==> src/rtl/bram_fifo_ctrl_pkg.sv <==
// rtl/bram_fifo_ctrl_pkg.sv - shared op encodings and depth helper for the BRAM FIFO controller
package bram_fifo_ctrl_pkg;

  typedef enum logic {
    OP_READ  = 1'b0,
    OP_WRITE = 1'b1
  } op_e;

  function automatic int unsigned f_depth(input int unsigned aw);
    return 32'd1 << aw;
  endfunction

endpackage

==> src/rtl/bram_fifo_ctrl_if.sv <==
// rtl/bram_fifo_ctrl_if.sv - stream in/out, fill level and single-port BRAM bundle
interface bram_fifo_ctrl_if #(
  parameter int WIDTH = 24,
  parameter int AW    = 12
);
  logic             s_valid;
  logic             s_ready;
  logic [WIDTH-1:0] s_data;
  logic             m_valid;
  logic             m_ready;
  logic [WIDTH-1:0] m_data;
  logic [AW:0]      level;
  logic             bram_en;
  logic             bram_we;
  logic [AW-1:0]    bram_addr;
  logic [WIDTH-1:0] bram_din;
  logic [WIDTH-1:0] bram_dout;

  modport master (
    output s_valid, s_data, m_ready, bram_dout,
    input  s_ready, m_valid, m_data, level, bram_en, bram_we, bram_addr, bram_din
  );

  modport slave (
    input  s_valid, s_data, m_ready, bram_dout,
    output s_ready, m_valid, m_data, level, bram_en, bram_we, bram_addr, bram_din
  );
endinterface

==> src/rtl/bram_fifo_ctrl_outq.sv <==
// rtl/bram_fifo_ctrl_outq.sv - 2-entry registered prefetch queue between BRAM dout and the output stream
module bram_fifo_ctrl_outq #(
  parameter int WIDTH = 24
) (
  input  logic             clk,
  input  logic             rst,
  input  logic             i_push,
  input  logic [WIDTH-1:0] i_data,
  input  logic             i_pop,
  output logic [WIDTH-1:0] o_data,
  output logic             o_empty,
  output logic             o_full,
  output logic [1:0]       o_cnt
);
  logic [WIDTH-1:0] r_mem [0:1];
  logic             r_head;
  logic [1:0]       r_cnt;
  logic             w_pop;
  logic             w_push;
  logic             w_tail;

  assign w_pop  = i_pop && (r_cnt != 2'd0);
  assign w_push = i_push && ((r_cnt != 2'd2) || w_pop);
  // With two entries the tail slot is head when count is even, the other slot when odd.
  assign w_tail = r_head ^ r_cnt[0];

  always_ff @(posedge clk) begin
    if (rst) begin
      r_head <= 1'b0;
      r_cnt  <= 2'd0;
    end else begin
      if (w_push) r_mem[w_tail] <= i_data;
      if (w_pop) r_head <= ~r_head;
      case ({w_push, w_pop})
        2'b10:   r_cnt <= r_cnt + 2'd1;
        2'b01:   r_cnt <= r_cnt - 2'd1;
        default: r_cnt <= r_cnt;
      endcase
    end
  end

  assign o_data  = r_mem[r_head];
  assign o_empty = (r_cnt == 2'd0);
  assign o_full  = (r_cnt == 2'd2);
  assign o_cnt   = r_cnt;
endmodule

==> src/rtl/bram_fifo_ctrl.sv <==
// rtl/bram_fifo_ctrl.sv - stream FIFO over a single-port BRAM with round-robin W/R arbitration
// Optional almost_full output enabled by BRAM_FIFO_ALMOST_FULL_EN.
module bram_fifo_ctrl
  import bram_fifo_ctrl_pkg::*;
#(
  parameter int WIDTH = 24,
  parameter int AW    = 12
`ifdef BRAM_FIFO_ALMOST_FULL_EN
  , parameter int AF_THRESH = (1 << AW) - 16
`endif
) (
  input  logic clk,
  input  logic rst,
  bram_fifo_ctrl_if.slave bus
`ifdef BRAM_FIFO_ALMOST_FULL_EN
  , output logic almost_full
`endif
);
  localparam logic [AW:0] DEPTH = (AW+1)'(f_depth(AW));
  localparam logic [AW:0] ONE   = (AW+1)'(1);

  logic [AW-1:0]    r_wr_ptr;
  logic [AW-1:0]    r_rd_ptr;
  logic [AW:0]      r_bram_cnt;
  logic             r_inflight;
  op_e              r_last_op;
  logic [AW:0]      w_cnt_next;
  logic [1:0]       w_q_cnt;
  logic             w_q_empty;
  logic             w_q_full;
  logic [WIDTH-1:0] w_q_data;
  logic             w_full;
  logic             w_wr_want;
  logic             w_rd_want;
  logic             w_grant_wr;
  logic             w_grant_rd;

  assign w_full    = (r_bram_cnt == DEPTH);
  assign w_wr_want = bus.s_valid && !w_full;
  // A read is only worth issuing if its result will have a queue slot when it lands.
  assign w_rd_want = (r_bram_cnt != '0) && !w_q_full && !(w_q_cnt[0] && r_inflight);

  assign w_grant_wr = w_wr_want && (!w_rd_want || (r_last_op == OP_READ));
  assign w_grant_rd = w_rd_want && !w_grant_wr;

  assign bus.s_ready   = !rst && !w_full && !(w_rd_want && (r_last_op == OP_WRITE));
  assign bus.bram_en   = !rst && (w_grant_wr || w_grant_rd);
  assign bus.bram_we   = !rst && w_grant_wr;
  assign bus.bram_addr = rst ? '0 : (w_grant_rd ? r_rd_ptr : r_wr_ptr);
  assign bus.bram_din  = bus.s_data;

  always_comb begin
    w_cnt_next = r_bram_cnt;
    if (w_grant_wr) w_cnt_next = r_bram_cnt + ONE;
    else if (w_grant_rd) w_cnt_next = r_bram_cnt - ONE;
  end

  always_ff @(posedge clk) begin
    if (rst) begin
      r_wr_ptr   <= '0;
      r_rd_ptr   <= '0;
      r_bram_cnt <= '0;
      r_inflight <= 1'b0;
      r_last_op  <= OP_READ;
    end else begin
      if (w_grant_wr) r_wr_ptr <= r_wr_ptr + 1'b1;
      if (w_grant_rd) r_rd_ptr <= r_rd_ptr + 1'b1;
      if (w_grant_wr || w_grant_rd) r_last_op <= w_grant_wr ? OP_WRITE : OP_READ;
      r_bram_cnt <= w_cnt_next;
      r_inflight <= w_grant_rd;
    end
  end

  bram_fifo_ctrl_outq #(.WIDTH(WIDTH)) u_outq (
    .clk     (clk),
    .rst     (rst),
    .i_push  (r_inflight),
    .i_data  (bus.bram_dout),
    .i_pop   (bus.m_ready),
    .o_data  (w_q_data),
    .o_empty (w_q_empty),
    .o_full  (w_q_full),
    .o_cnt   (w_q_cnt)
  );

  assign bus.m_valid = !w_q_empty;
  assign bus.m_data  = w_q_data;
  assign bus.level   = r_bram_cnt + (AW+1)'(r_inflight) + (AW+1)'(w_q_cnt);

`ifdef BRAM_FIFO_ALMOST_FULL_EN
  logic r_almost_full;

  always_ff @(posedge clk) begin
    if (rst) r_almost_full <= 1'b0;
    else     r_almost_full <= (32'(w_cnt_next) >= 32'(AF_THRESH));
  end

  assign almost_full = r_almost_full;
`endif
endmodule
==> src/flat_wrapper.sv <==
// flat-port wrapper written by rule: the top's interface ports become plain ports
module bram_fifo_ctrl_flat import bram_fifo_ctrl_pkg::*;
#(
  parameter int WIDTH = 24,
  parameter int AW    = 12

)
  (clk, rst, bus_s_valid, bus_s_data, bus_m_ready, bus_bram_dout, bus_s_ready, bus_m_valid, bus_m_data, bus_level, bus_bram_en, bus_bram_we, bus_bram_addr, bus_bram_din);
  bram_fifo_ctrl_if #(.WIDTH(WIDTH), .AW(AW)) bus_i ();
  input  logic clk;
  input  logic rst;
  input wire logic [$bits(bus_i.s_valid)-1:0] bus_s_valid;
  input wire logic [$bits(bus_i.s_data)-1:0] bus_s_data;
  input wire logic [$bits(bus_i.m_ready)-1:0] bus_m_ready;
  input wire logic [$bits(bus_i.bram_dout)-1:0] bus_bram_dout;
  output wire logic [$bits(bus_i.s_ready)-1:0] bus_s_ready;
  output wire logic [$bits(bus_i.m_valid)-1:0] bus_m_valid;
  output wire logic [$bits(bus_i.m_data)-1:0] bus_m_data;
  output wire logic [$bits(bus_i.level)-1:0] bus_level;
  output wire logic [$bits(bus_i.bram_en)-1:0] bus_bram_en;
  output wire logic [$bits(bus_i.bram_we)-1:0] bus_bram_we;
  output wire logic [$bits(bus_i.bram_addr)-1:0] bus_bram_addr;
  output wire logic [$bits(bus_i.bram_din)-1:0] bus_bram_din;
  assign bus_i.s_valid = bus_s_valid;
  assign bus_i.s_data = bus_s_data;
  assign bus_i.m_ready = bus_m_ready;
  assign bus_i.bram_dout = bus_bram_dout;
  assign bus_s_ready = bus_i.s_ready;
  assign bus_m_valid = bus_i.m_valid;
  assign bus_m_data = bus_i.m_data;
  assign bus_level = bus_i.level;
  assign bus_bram_en = bus_i.bram_en;
  assign bus_bram_we = bus_i.bram_we;
  assign bus_bram_addr = bus_i.bram_addr;
  assign bus_bram_din = bus_i.bram_din;
  bram_fifo_ctrl #(.WIDTH(WIDTH), .AW(AW)) u_core (.clk(clk), .rst(rst), .bus(bus_i));
endmodule
==> config.mk <==
export PLATFORM = sky130hd
export DESIGN_NAME = bram_fifo_ctrl_flat
export DESIGN_NICKNAME = d
export VERILOG_FILES = /design/src/rtl/bram_fifo_ctrl_pkg.sv /design/src/rtl/bram_fifo_ctrl_if.sv /design/src/rtl/bram_fifo_ctrl_outq.sv /design/src/rtl/bram_fifo_ctrl.sv /design/src/flat_wrapper.sv
export SDC_FILE = /design/constraint.sdc
export NUM_CORES = 1
export LEC_CHECK = 0
export CORE_ASPECT_RATIO = 1.2
export CORE_MARGIN = 10
export CORE_UTILIZATION = 53
export DETAILED_ROUTE_END_ITERATION = 10
export PLACE_DENSITY = 0.89
export SLEW_MARGIN = 20
export SYNTH_ARGS = -nofsm -noshare
export SYNTH_HDL_FRONTEND = slang
export SYNTH_SLANG_ARGS = --single-unit
==> constraint.sdc <==
create_clock -name clk -period 5.1 [get_ports clk]
set_input_delay 1.02 -clock clk [delete_from_list [all_inputs] [get_ports clk]]
set_output_delay 1.02 -clock clk [all_outputs]
set_load 0.02 [all_outputs]
# [Yosys cells after proc, flatten, opt, wreduce, memory -nomap -nowiden]
# Memories as Yosys holds them, arrays and structs flattened. A register that Yosys moved wholly into a read port is not among the register bits.
# Cells that the tools add are included.
[op_classes] magnitude_cmp=0 shifts=0 n_eq_ne=5 multipliers=0 n_div=0 n_addsub=8 n_reduce_logical=29 bitwise_logic=3 mux=11
[ops] operator="$mux 13" n=2
[ops] operator="$add 12x1->12 const B" n=2
[ops] operator="$mux 12" n=2
[ops] operator="$add 13x1->13" n=1
[ops] operator="$add 13x1->13 const B" n=1
[ops] operator="$add 13x2->13" n=1
[ops] operator="$eq 13x13->1 const B" n=1
[ops] operator="$logic_and 1x1->1" n=13
[ops] operator="$reduce_bool 13->1" n=1
[ops] operator="$sub 13x1->13 const B" n=1
[ops] operator="$logic_not 1->1" n=8
[ops] operator="$mux 1" n=6
[ops] operator="$reduce_bool 2->1" n=3
[ops] operator="$eq 2x2->1 const B" n=2
[ops] operator="$pmux 2 s2" n=1
[ops] operator="$logic_or 1x1->1" n=3
[ops] operator="$add 2x1->2 const B" n=1
[ops] operator="$eq 2x1->1 const B" n=1
[ops] operator="$logic_not 2->1" n=1
[ops] operator="$ne 2x2->1 const B" n=1
[ops] operator="$not 1->1" n=2
[ops] operator="$sub 2x1->2 const B" n=1
[ops] operator="$xor 1x1->1" n=1
[word_totals] rom_bits=0 wordCells=64 latch_bits=0 memories=1 input_bits=52 regBits=42 ramBits=48 out_inout_bits=77
[memory_table] name="u_core.u_outq.r_mem" words=2 word_bits=24 rd=1 rd_clocked_by_memory_dff=1 wr=1 line="bram_fifo_ctrl_outq.sv:15" source="logic [WIDTH-1:0] r_mem [0:1];"

# [Depth between registers and ports, before layout]
# Gate-level depths: netlist of the first run.
[depth] word_depth=11 depth_mapped=11 depth_no_buf=10

# [Cells and area by module]
# From an unflattened synthesis of the first run, not the netlist that was laid out.
[unflattened] hier_cells=464 hier_area_um2=4903.5
[modules_own_cells] mod="bram_fifo_ctrl" seq_area_each_um2=780.7 n_inst=1 area_per_inst_um2=2821.5 cells_each=356
[modules_own_cells] mod="bram_fifo_ctrl_outq" seq_area_each_um2=1521.5 n_inst=1 area_per_inst_um2=2082.0 cells_each=108

# [Worst setup path after synthesis of the first run]
# Ideal clock, no wire load.
[synth_path] path_kind="input to register" startpoint="in rst" endpoint="mem u_core.u_outq.r_mem[1][0] (enable)" setup_ns=0.440 required_ns=4.660 setup_slack_ns=1.438 cell_stages=3 n_path_buf=2 t_arrival_ns=3.222 cell_sequence="buf_2 > clkbuf_1 > nor3b_1"
[synth_via] elab_chain_len=2
[synth_rtl] element="from (decl)" line="flat_wrapper.sv:11" source="input logic rst;"
[synth_rtl] element="$mux 1" line="bram_fifo_ctrl_outq.sv:28" source="if (rst) begin"
[synth_rtl] element="$mux 1 (implied by the code)" line="bram_fifo_ctrl_outq.sv:32" source="if (w_push) r_mem[w_tail] <= i_data;"
[synth_rtl] element="to (decl)" line="bram_fifo_ctrl_outq.sv:15"
# Every way passes these cells.

# [Final worst setup path of the first run]
[layout_path] startpoint="in bus_s_valid" endpoint="out bus_bram_addr[8]"
[layout_via] elab_chain_len=6
[layout_rtl] element="from (decl)" line="flat_wrapper.sv:12" source="input wire logic [$bits(bus_i.s_valid)-1:0] bus_s_valid;"
[layout_rtl] element="$logic_and 1x1->1" line="bram_fifo_ctrl.sv:39" source="assign w_wr_want = bus.s_valid && !w_full;"
[layout_rtl] element="$logic_and 1x1->1" line="bram_fifo_ctrl.sv:43" source="assign w_grant_wr = w_wr_want && (!w_rd_want || (r_last_op == OP_READ));"
[layout_rtl] element="$logic_not 1->1" line="bram_fifo_ctrl.sv:44" source="assign w_grant_rd = w_rd_want && !w_grant_wr;"
[layout_rtl] element="$logic_and 1x1->1" line="bram_fifo_ctrl.sv:44"
[layout_rtl] element="$mux 12 (2 in series)" line="bram_fifo_ctrl.sv:49" source="assign bus.bram_addr = rst ? '0 : (w_grant_rd ? r_rd_ptr : r_wr_ptr);"
[layout_rtl] element="to (decl)" line="flat_wrapper.sv:22" source="output wire logic [$bits(bus_i.bram_addr)-1:0] bus_bram_addr;"
# Every way passes these cells.

==> out/metrics.yaml, run 1 <==
drt_drc_violations_left: 0
power_frac_seq_pct: 35.9
final_min_period_over_clock_period_pct: 93.4
hold-path-cell-count: 2
power_density_nw_per_um2: 511
grt.busiest_layer: "met2"
clock_tree_from_tritoncts: "built"
min_path_type: "reg -> reg"
synth_area_sq_um: 4840
detailedRoute.firstPassIterationCount: 4
initial_core_util_pct: 53.9
synth_enable_flop_cells: 48
finalMaxSlewViolations: 0
yosys_warnings: 0
cts_inserted_buffers: 9
synth_nets: 541
dr_total_vias: 3707
final_setup_violation_count: 0
detailedPlace.worstSlack_ns: 0.337
viasPerCell: 5.71
path_clk_slew_ns: 0.10
vdd_drop_max_mv: 0.339
critPathMaxFanout: 18
core-area_sq_um: 8990
postCtsSetupBuffers: 0
routing_usage_on_met3_pct: 4.50
synthDominantCellAreaShare_pct: 29.8
groute.layer.met1.usage_pct: 19.6
die-height_um: 125
achievable-frequency_mhz: 210
power.leakage_nw: 1.98
post_synth_inst_count: 470
detailed_place_hpwl_um: 8020
max_slew.worst_pin.slew_ns: 1.07
max_cap_violations: 0
layout.core_utilization_pct: 64.0
wirelength_um: 11100
internal_power_mw: 1.74
place.gp.congestion: 0.890
synth_cell_types: 56
synth_seq_area_share_pct: 47.5
num_antenna_cells: 0
antenna_left: 0
total_switching_power_mw: 1.20
finish.net_count: 595
gr-total-overflow: 0
die_x_um: 107
first_global_vias: 3648
detailedRoute.firstIterationViolations: 242
path_class: "in -> out"
synth-main-ff-cell: "edfxtp_1"
total_of_cells_resized_after_clock_tree_synthesis: 0
i_o_pins: 129
final_layout_size_suffix_gt1_share_pct: 11.7
synth_async_reset_ratio_pct: 0
power_switching_share_pct: 40.8
run_status: "completed"
grt_start_max_net_pins: 44
grt_antenna_before_repair: 0
grt.total_usage_pct: 16.3
finalPower_mw: 2.94
timing.critical_path.to_type: "output port"
critPathRequiredTime_ns: 4.08
grt_pass1_wl_um: 17900
ys_top_cells_by_count: "edfxtp_1, nand2_1, dfxtp_1"
wl_per_cell_um: 17.1
yosys.area.top_type: "edfxtp_1"
cts.root.buffer_cell: "clkbuf_8"
synth_area_per_cell_sq_um: 10.3
clockPowerShare_pct: 16.0
area_delta_synth_final_pct: 18.8
clockBufferDepth: 2
worst_clock_skew_ns: 0.0162
synth-seq-cells: 91
setup_tns_ns: 0
yosysMostFrequentCell: "edfxtp_1"
tritoncts_num_sinks: 91
timing.max_slew.rel_slack_pct: 28.5
min_period_ns: 4.76
use_met2_pct: 26.6
top_post_synthesis_cells_by_area: "edfxtp_1, dfxtp_1, mux2_2"
worst-r2r-cell-count: 10
portBuffers: 80
final_hold_viol_count: 0
combinationalPowerShare_pct: 48.1
worst_skew_pair_latency_ns: 0.37
num_rows: 38
grt_setup_unrepaired: "false"
worstPathArrival_ns: 3.74
htree_levels: 3
cts_hold_buffers_added: 0
die-area_sq_um: 13400
worst_slack_ns: 0.336
cp-start-kind: "input port"
-- kinds of logic after synthesis --
| logic type | after synthesis | synth area share (%) |
|---|---|---|
| AO/OA/AOI/OAI | 94 | 12.1 |
| adder cells (fa/ha/maj) | 19 | 5.37 |
| flip-flops | 91 | 47.5 |
| XOR/XNOR | 33 | 5.97 |
| multiplexers | 26 | 6.07 |
| AND/OR/NAND/NOR | 153 | 16.5 |
| buffers and inverters | 54 | 6.56 |
-- area by class of cell --
cell class | instances | area [sq um]
tap | 120 | 150
fill | 693 | 3230
sequential | 91 | 2300
multi-input combinational | 325 | 2230
clock inverter | 7 | 70.1
timing repair buffer | 84 | 826
inverter | 13 | 48.8
clock buffer | 9 | 124
-- registers in the layout (all words and copies together), names as in the netlist, named ones only --
register,flops
u_core.r_bram_cnt,13
u_core.r_last_op,1
u_core.r_wr_ptr,12
u_core.u_outq.o_cnt,2
u_core.r_inflight,1
u_core.u_outq.r_head,1
u_core.u_outq.r_mem,48
u_core.r_rd_ptr,12
-- power by group through the flow --
stage                     clock network [mW]  logic (mW)  registers [mW]
after detailed placement                   0        1.41            1.07
final                                  0.472        1.41            1.06
after global placement                     0        1.36            1.06
after global routing                   0.517        1.55            1.07
after CTS                              0.485        1.42            1.05
after floorplan                            0        1.02            1.01
-- worst paths after layout --
path | start | to | slack [ns]
setup reg to reg | u_core.r_bram_cnt[1] | u_core.r_bram_cnt[9] | 1.18
hold reg to reg | u_core.r_wr_ptr[11] | u_core.r_wr_ptr[11] | 0.51
hold / removal | u_core.r_wr_ptr[11] | u_core.r_wr_ptr[11] | 0.51
setup / recovery | bus_s_valid | bus_bram_addr[8] | 0.34
-- layer usage --
layer / up-vias / part of all wire (%) / wire [um]
li1: 1773 / - / -
met2: 137 / 48 / 5290
met4: 0 / 2.0 / 226
met5: - / 0 / 0
met3: 28 / 6.7 / 747
met1: 1769 / 44 / 4850
-- placed cells by master (no fill, tap or decap), drive strengths merged, types with 17 or more instances in the layout --
cell,count
xnor2,23
clkdlybuf4s50,79
dfxtp,43
a21oi,37
o21ai,27
nor2,37
mux2,24
inv,17
nand2,45
edfxtp,48
-- through the flow --
step	cells	hold slack (ns)	cell area, sq um
final	649	0.507	5760
after global routing	649	0.522	5760
after CTS	649	0.503	5760
after detailed placement	633	0.490	5560
after global placement	633	0.480	5560
after floorplan	470	0.458	4840
-- worst max-delay path: stages --
cell             delay, ns
clkdlybuf4s50_1       0.56
inv_1                 0.11
a311oi_1              0.07
nor3b_2               0.91
nand2_1               0.18
a21oi_1               0.24
clkdlybuf4s50_1       0.65
(Power assumes the default switching activity.)
==> run 2, diff against run 1 <==
--- a/config.mk
+++ b/config.mk
@@ -5,11 +5,14 @@
 export SDC_FILE = /design/constraint.sdc
 export NUM_CORES = 1
 export LEC_CHECK = 0
+export CELL_PAD_IN_SITES_DETAIL_PLACEMENT = 2
+export CELL_PAD_IN_SITES_GLOBAL_PLACEMENT = 2
 export CORE_ASPECT_RATIO = 1.2
 export CORE_MARGIN = 10
-export CORE_UTILIZATION = 53
+export CORE_UTILIZATION = 32
 export DETAILED_ROUTE_END_ITERATION = 10
-export PLACE_DENSITY = 0.89
+export PLACE_DENSITY = 0.88
+export SETUP_SLACK_MARGIN = 0.3
 export SLEW_MARGIN = 20
 export SYNTH_ARGS = -nofsm -noshare
 export SYNTH_HDL_FRONTEND = slang
==> run 2 against run 1 <==
Setup slack improved by 0.14 ns. Via count rose by 1.3%. Non-clock buffer count stayed put. Global-route usage down 2.0 points. Design area rose by 3.9%. First-iteration DRC count decreased by 32%. Critical path type unchanged.
==> out/metrics.yaml, run 2 (synthesis results as in run 1) <==
htree_levels: 3  # unchanged
path_class: "in -> out"
wl_per_cell_um: 19.5  # +14%
detailed_place_hpwl_um: 10700  # +33%
total_of_cells_resized_after_clock_tree_synthesis: 1  # +1
final_hold_viol_count: 0  # unchanged
grt_start_max_net_pins: 46  # +4.5%
final_cell_mix: "clkdlybuf4s50_1, edfxtp_1, nand2_1, dfxtp_1"
tritoncts_num_sinks: 91  # unchanged
portBuffers: 80  # unchanged
final_common_cell: "clkdlybuf4s50_1"
final_min_period_over_clock_period_pct: 90.7  # -2.7 points
setup_tns_ns: 0  # unchanged
power_density_nw_per_um2: 538  # +5.2%
cts.root.buffer_cell: "clkbuf_16"
path_clk_slew_ns: 0.07  # -0.03 ns
worstPathArrival_ns: 3.61  # -0.13 ns
detailedRoute.firstPassIterationCount: 4  # unchanged
wirelength_um: 14300  # +29%
grt.busiest_layer: "met2"
cts_inserted_buffers: 9  # unchanged
vdd_drop_max_mv: 0.214  # -37%
power.leakage_nw: 2.04  # +2.6%
final_design_area_excluding_fillers_sq_um: 5980  # +3.9%
number_of_flip_flops_under_the_largest_register_name: 48  # unchanged
achievable-frequency_mhz: 216  # +3.0%
viasPerCell: 5.12  # -10%
cp-start-kind: "input port"
min_period_ns: 4.63  # -0.137 ns
critPathMaxFanout: 23  # +5
num_antenna_cells: 0  # unchanged
antenna_left: 0  # unchanged
max_slew.worst_pin.slew_ns: 0.851  # -0.216 ns
critPathRequiredTime_ns: 4.08  # about the same
gr-total-overflow: 0  # unchanged
grt_pass1_wl_um: 23500  # +31%
run_status: "completed"
postCtsSetupBuffers: 0  # unchanged
die_x_um: 132  # +23%
finalMaxSlewViolations: 0  # unchanged
cts_hold_buffers_added: 0  # unchanged
detailed_place.area_sq_um: 5670  # +1.9%
num_rows: 49  # +29%
groute.layer.met1.usage_pct: 16.6  # -3.0 points
drt_drc_violations_left: 0  # unchanged
routing_usage_on_met3_pct: 3.40  # -1.1 points
timing.max_slew.rel_slack_pct: 41.8  # +13 points
grt.total_usage_pct: 14.3  # -2.0 points
use_met2_pct: 24.8  # -1.7 points
final_layout_size_suffix_gt1_share_pct: 11.9  # +0.19 points
place.gp.congestion: 0.776  # -13%
final_setup_violation_count: 0  # unchanged
clock_tree_from_tritoncts: "built"
dr_total_vias: 3754  # +1.3%
grt_antenna_before_repair: 0  # unchanged
core-area_sq_um: 14900  # +66%
regMostFlops: "u_core.u_outq.r_mem"
die-height_um: 155  # +24%
min_path_type: "reg -> reg"
biggest_registers_after_layout: "u_core.u_outq.r_mem (48), u_core.r_bram_cnt (13)"
area_delta_synth_final_pct: 23.4
worst_skew_pair_latency_ns: 0.35  # -0.02 ns
max_cap_violations: 0  # unchanged
finish.net_count: 595  # unchanged
grt_setup_unrepaired: "false"
detailedRoute.firstIterationViolations: 164  # -32%
first_global_vias: 4227  # +16%
clockBufferDepth: 2  # unchanged
die-area_sq_um: 20500  # +53%
layout.filler_cells: 1578  # +130%
timing.critical_path.to_type: "output port"
initial_core_util_pct: 32.5  # -21 points
i_o_pins: 129  # unchanged
worst_clock_skew_ns: 0.00507  # -0.0111 ns
==> run 2: where the power goes <==
group          total [mW]  internal (mW)  switching, mW
clock network       0.681          0.385          0.296
logic                1.47          0.656          0.814
registers            1.07          0.901          0.165
==> run 2: through the flow <==
step	std cells	util (%)	setup WS (ns)	power [mW]	hold WS (ns)
2_1_floorplan	470	-	1.44	2.03	0.458
3_3_place_gp	717	38.0	0.548	2.47	0.484
3_5_place_dp	717	38.0	0.309	2.56	0.510
4_1_cts	733	40.1	0.459	3.26	0.529
5_1_grt	733	40.1	0.320	3.44	0.550
6_report	733	40.1	0.473	3.22	0.519
==> run 2: path summary, 6_finish.rpt <==
| check | from | slack (ns) | cells past startpoint | to |
|---|---|---|---|---|
| worst min-delay path | u_core.r_rd_ptr[11] | 0.52 | 2 | u_core.r_rd_ptr[11] |
| worst max-delay path | bus_s_valid | 0.47 | 7 | bus_bram_addr[6] |
| worst min register to register | u_core.r_rd_ptr[11] | 0.52 | 2 | u_core.r_rd_ptr[11] |
| worst max register to register | u_core.r_bram_cnt[1] | 0.81 | 10 | u_core.r_bram_cnt[9] |
==> run 2: per-layer routing <==
metal / up-vias / wire length [um]
li1: 1777 / -
met1: 1872 / 6270
met2: 90 / 7270
met3: 15 / 546
met4: 0 / 215
met5: - / 0
==> run 2: cell type report <==
type	count	area [sq um]	area share, %
clock buffer	10	229	3.83
timing repair buffer	84	826	13.8
sequential	91	2300	38.5
inverter	13	48.8	0.816
clock inverter	6	72.6	1.21
tap	204	255	4.27
multi-input combinational	325	2240	37.5
==> run 2: worst max-delay path, cell delays in order <==
cell and delay, ns:
clkdlybuf4s50_1 0.64, inv_1 0.08, a311oi_1 0.51, nand3b_4 0.42, nand2_1 0.10, a21oi_1 0.18, clkdlybuf4s50_1 0.64
==> run 3, diff against run 2 <==
==> constraint.sdc (replaced) <==
create_clock -name clk -period 5.1 [get_ports clk]
set_input_delay 1.02 -clock clk [delete_from_list [all_inputs] [get_ports clk]]
set_output_delay 1.02 -clock clk [all_outputs]
set_load 0.01 [all_outputs]
==> run 3 against run 2 <==
Maximum frequency up 1.9%. Sequential share of layout area grew 0.056 points. Combinational power decreased by 7%. Register-to-register slack worse by 0.25 ns. Critical endpoint is now u_core.r_bram_cnt[9].
==> out/metrics.yaml, run 3 (synthesis results as in run 1) <==
run_status: "completed"
min_from: "u_core.r_rd_ptr[1]"
die-height_um: 155  # unchanged
path_class: "reg -> reg"
core-area_sq_um: 14900  # unchanged
power_density_nw_per_um2: 520  # -3.3%
critPathRequiredTime_ns: 5.34  # +1.26 ns
cts.root.buffer_cell: "clkbuf_16"
timing.max_slew.rel_slack_pct: 29.3  # -12 points
postCtsSetupBuffers: 0  # unchanged
htree_levels: 3  # unchanged
clock_tree_from_tritoncts: "built"
area_delta_synth_final_pct: 23.2
grt_setup_unrepaired: "false"
path_clk_slew_ns: 0.07  # about the same
final_hold_viol_count: 0  # unchanged
dr_wl_met3_um: 554  # +1.5%
detailed_place.area_sq_um: 5660  # -0.13%
grt_start_max_net_pins: 46  # unchanged
detailedRoute.firstIterationViolations: 140  # -15%
biggest_registers_after_layout: "u_core.u_outq.r_mem (48), u_core.r_bram_cnt (13)"
tritoncts_num_sinks: 91  # unchanged
hold-path-cell-count: 2  # unchanged
gr-total-overflow: 0  # unchanged
maxUsedRoutingLayer: "met4"
max_cap_violations: 0  # unchanged
wirelength_um: 14200  # -0.71%
initial_core_util_pct: 32.5  # unchanged
finish.net_count: 594  # -0.17%
place.gp.congestion: 0.767  # -1.2%
dr_total_vias: 3738  # -0.43%
number_of_flip_flops_under_the_largest_register_name: 48  # unchanged
i_o_pins: 129  # unchanged
vdd_drop_max_mv: 0.189  # -12%
drt_drc_violations_left: 0  # unchanged
portBuffers: 80  # unchanged
setup_tns_ns: 0  # unchanged
regMostFlops: "u_core.u_outq.r_mem"
worstPathArrival_ns: 4.78  # +1.17 ns
r2r_setup_slk_ns: 0.56  # -0.25 ns
fin_worst_hold_slack_ns: 0.512  # -0.00777 ns
reg2reg_to: "u_core.r_bram_cnt[9]"
min_period_ns: 4.54  # -0.0879 ns
worst_skew_pair_latency_ns: 0.35  # about the same
die_x_um: 132  # unchanged
min_path_type: "reg -> reg"
die-area_sq_um: 20500  # unchanged
met1_length_um: 6250  # -0.32%
detailedRoute.firstPassIterationCount: 4  # unchanged
viasPerCell: 5.11  # -0.29%
final_min_period_over_clock_period_pct: 89.0  # -1.7 points
detailed_place_hpwl_um: 10600  # -0.61%
wl_per_cell_um: 19.4  # -0.58%
cts_hold_buffers_added: 0  # unchanged
final_cell_mix: "clkdlybuf4s50_1, edfxtp_1, nand2_1, dfxtp_1, nor2_1"
hold-path-endpoint: "u_core.r_rd_ptr[1]"
layout.filler_cells: 1577  # -0.063%
num_rows: 49  # unchanged
grt_antenna_before_repair: 0  # unchanged
final_layout_size_suffix_gt1_share_pct: 11.4  # -0.55 points
achievable-frequency_mhz: 220  # +1.9%
cts_inserted_buffers: 9  # unchanged
critPathMaxFanout: 17  # -26%
grt.total_usage_pct: 13.8  # -0.45 points
critical_path.reg2reg.startpoint: "u_core.u_outq.o_cnt[0]"
antenna_left: 0  # unchanged
max_slew.worst_pin.slew_ns: 1.06  # +0.205 ns
num_antenna_cells: 0  # unchanged
routed_wire_length_on_met2_um: 7190  # -1.1%
worst-r2r-cell-count: 10  # unchanged
clockBufferDepth: 2  # unchanged
first_global_vias: 4132  # -2.2%
cp-start-kind: "flip-flop"
grt_pass1_wl_um: 22800  # -2.7%
finalMaxSlewViolations: 0  # unchanged
final_setup_violation_count: 0  # unchanged
layout.core_utilization_pct: 40.1  # -0.059 points
power.leakage_nw: 2.03  # -0.37%
final_common_cell: "clkdlybuf4s50_1"
worst_clock_skew_ns: 0.00723  # +0.00216 ns
timing.critical_path.to_type: "flip-flop"
final_design_area_excluding_fillers_sq_um: 5970  # -0.15%
startpoint: "u_core.u_outq.o_cnt[0]"
==> run 3: final cells by class <==
| class | instances | area (sq um) | area share, % |
|---|---|---|---|
| inverter | 13 | 48.8 | 0.817 |
| timing repair buffer | 83 | 818 | 13.7 |
| sequential | 91 | 2300 | 38.6 |
| multi-input combinational | 325 | 2250 | 37.6 |
| clock inverter | 4 | 50.0 | 0.838 |
| clock buffer | 12 | 246 | 4.13 |
| tap | 204 | 255 | 4.28 |
==> run 3: critical path, cell delays in order, from the launching register on <==
cell and delay, ns:
dfxtp_1 0.51, mux2i_2 0.47, nand2_1 0.23, o211ai_2 0.78
ha_1 0.43, and3_1 0.22, a2111oi_0 0.83, nor2_1 0.20
o2111ai_1 0.31, a2111oi_0 0.15, a311o_1 0.30
==> run 3: worst max path at each step <==
stage	to	slack (ns)	depth (start not counted)
2_1_floorplan	u_core.u_outq.r_mem[1][0]	1.44	3
3_3_place_gp	bus_bram_addr[7]	0.61	7
3_5_place_dp	bus_bram_addr[6]	0.41	7
4_1_cts	bus_bram_addr[6]	0.41	7
5_1_grt	u_core.r_bram_cnt[9]	0.40	10
6_report	u_core.r_bram_cnt[9]	0.56	10
==> run 3: metal layers <==
metal | global-route usage (%) | vias up
li1 | - | 1776
met1 | 16.5 | 1852
met5 | 0 | -
met4 | 4.67 | 0
met2 | 23.8 | 92
met3 | 3.24 | 18
==> run 3: repair_timing <==
item / 4_1_cts / 5_1_grt
resized for setup: 0 / 1
endpoints found under the hold margin: 0 / 0
setup endpoints to repair: 0 / 2
==> run 3: through the flow <==
step	worst slack (ns)	instances	power, mW
global placement	0.614	716	2.37
detailed placement	0.407	716	2.45
global route	0.401	732	3.33
floorplan	1.44	470	1.92
finish	0.561	732	3.10
CTS	0.406	732	3.15
==> run 3: report_power, final <==
group | total [mW] | switching [mW] | internal (mW)
Clock | 0.673 | 0.280 | 0.393
Sequential | 1.06 | 0.162 | 0.901
Combinational | 1.37 | 0.715 | 0.652
Total | 3.10 | 1.16 | 1.95
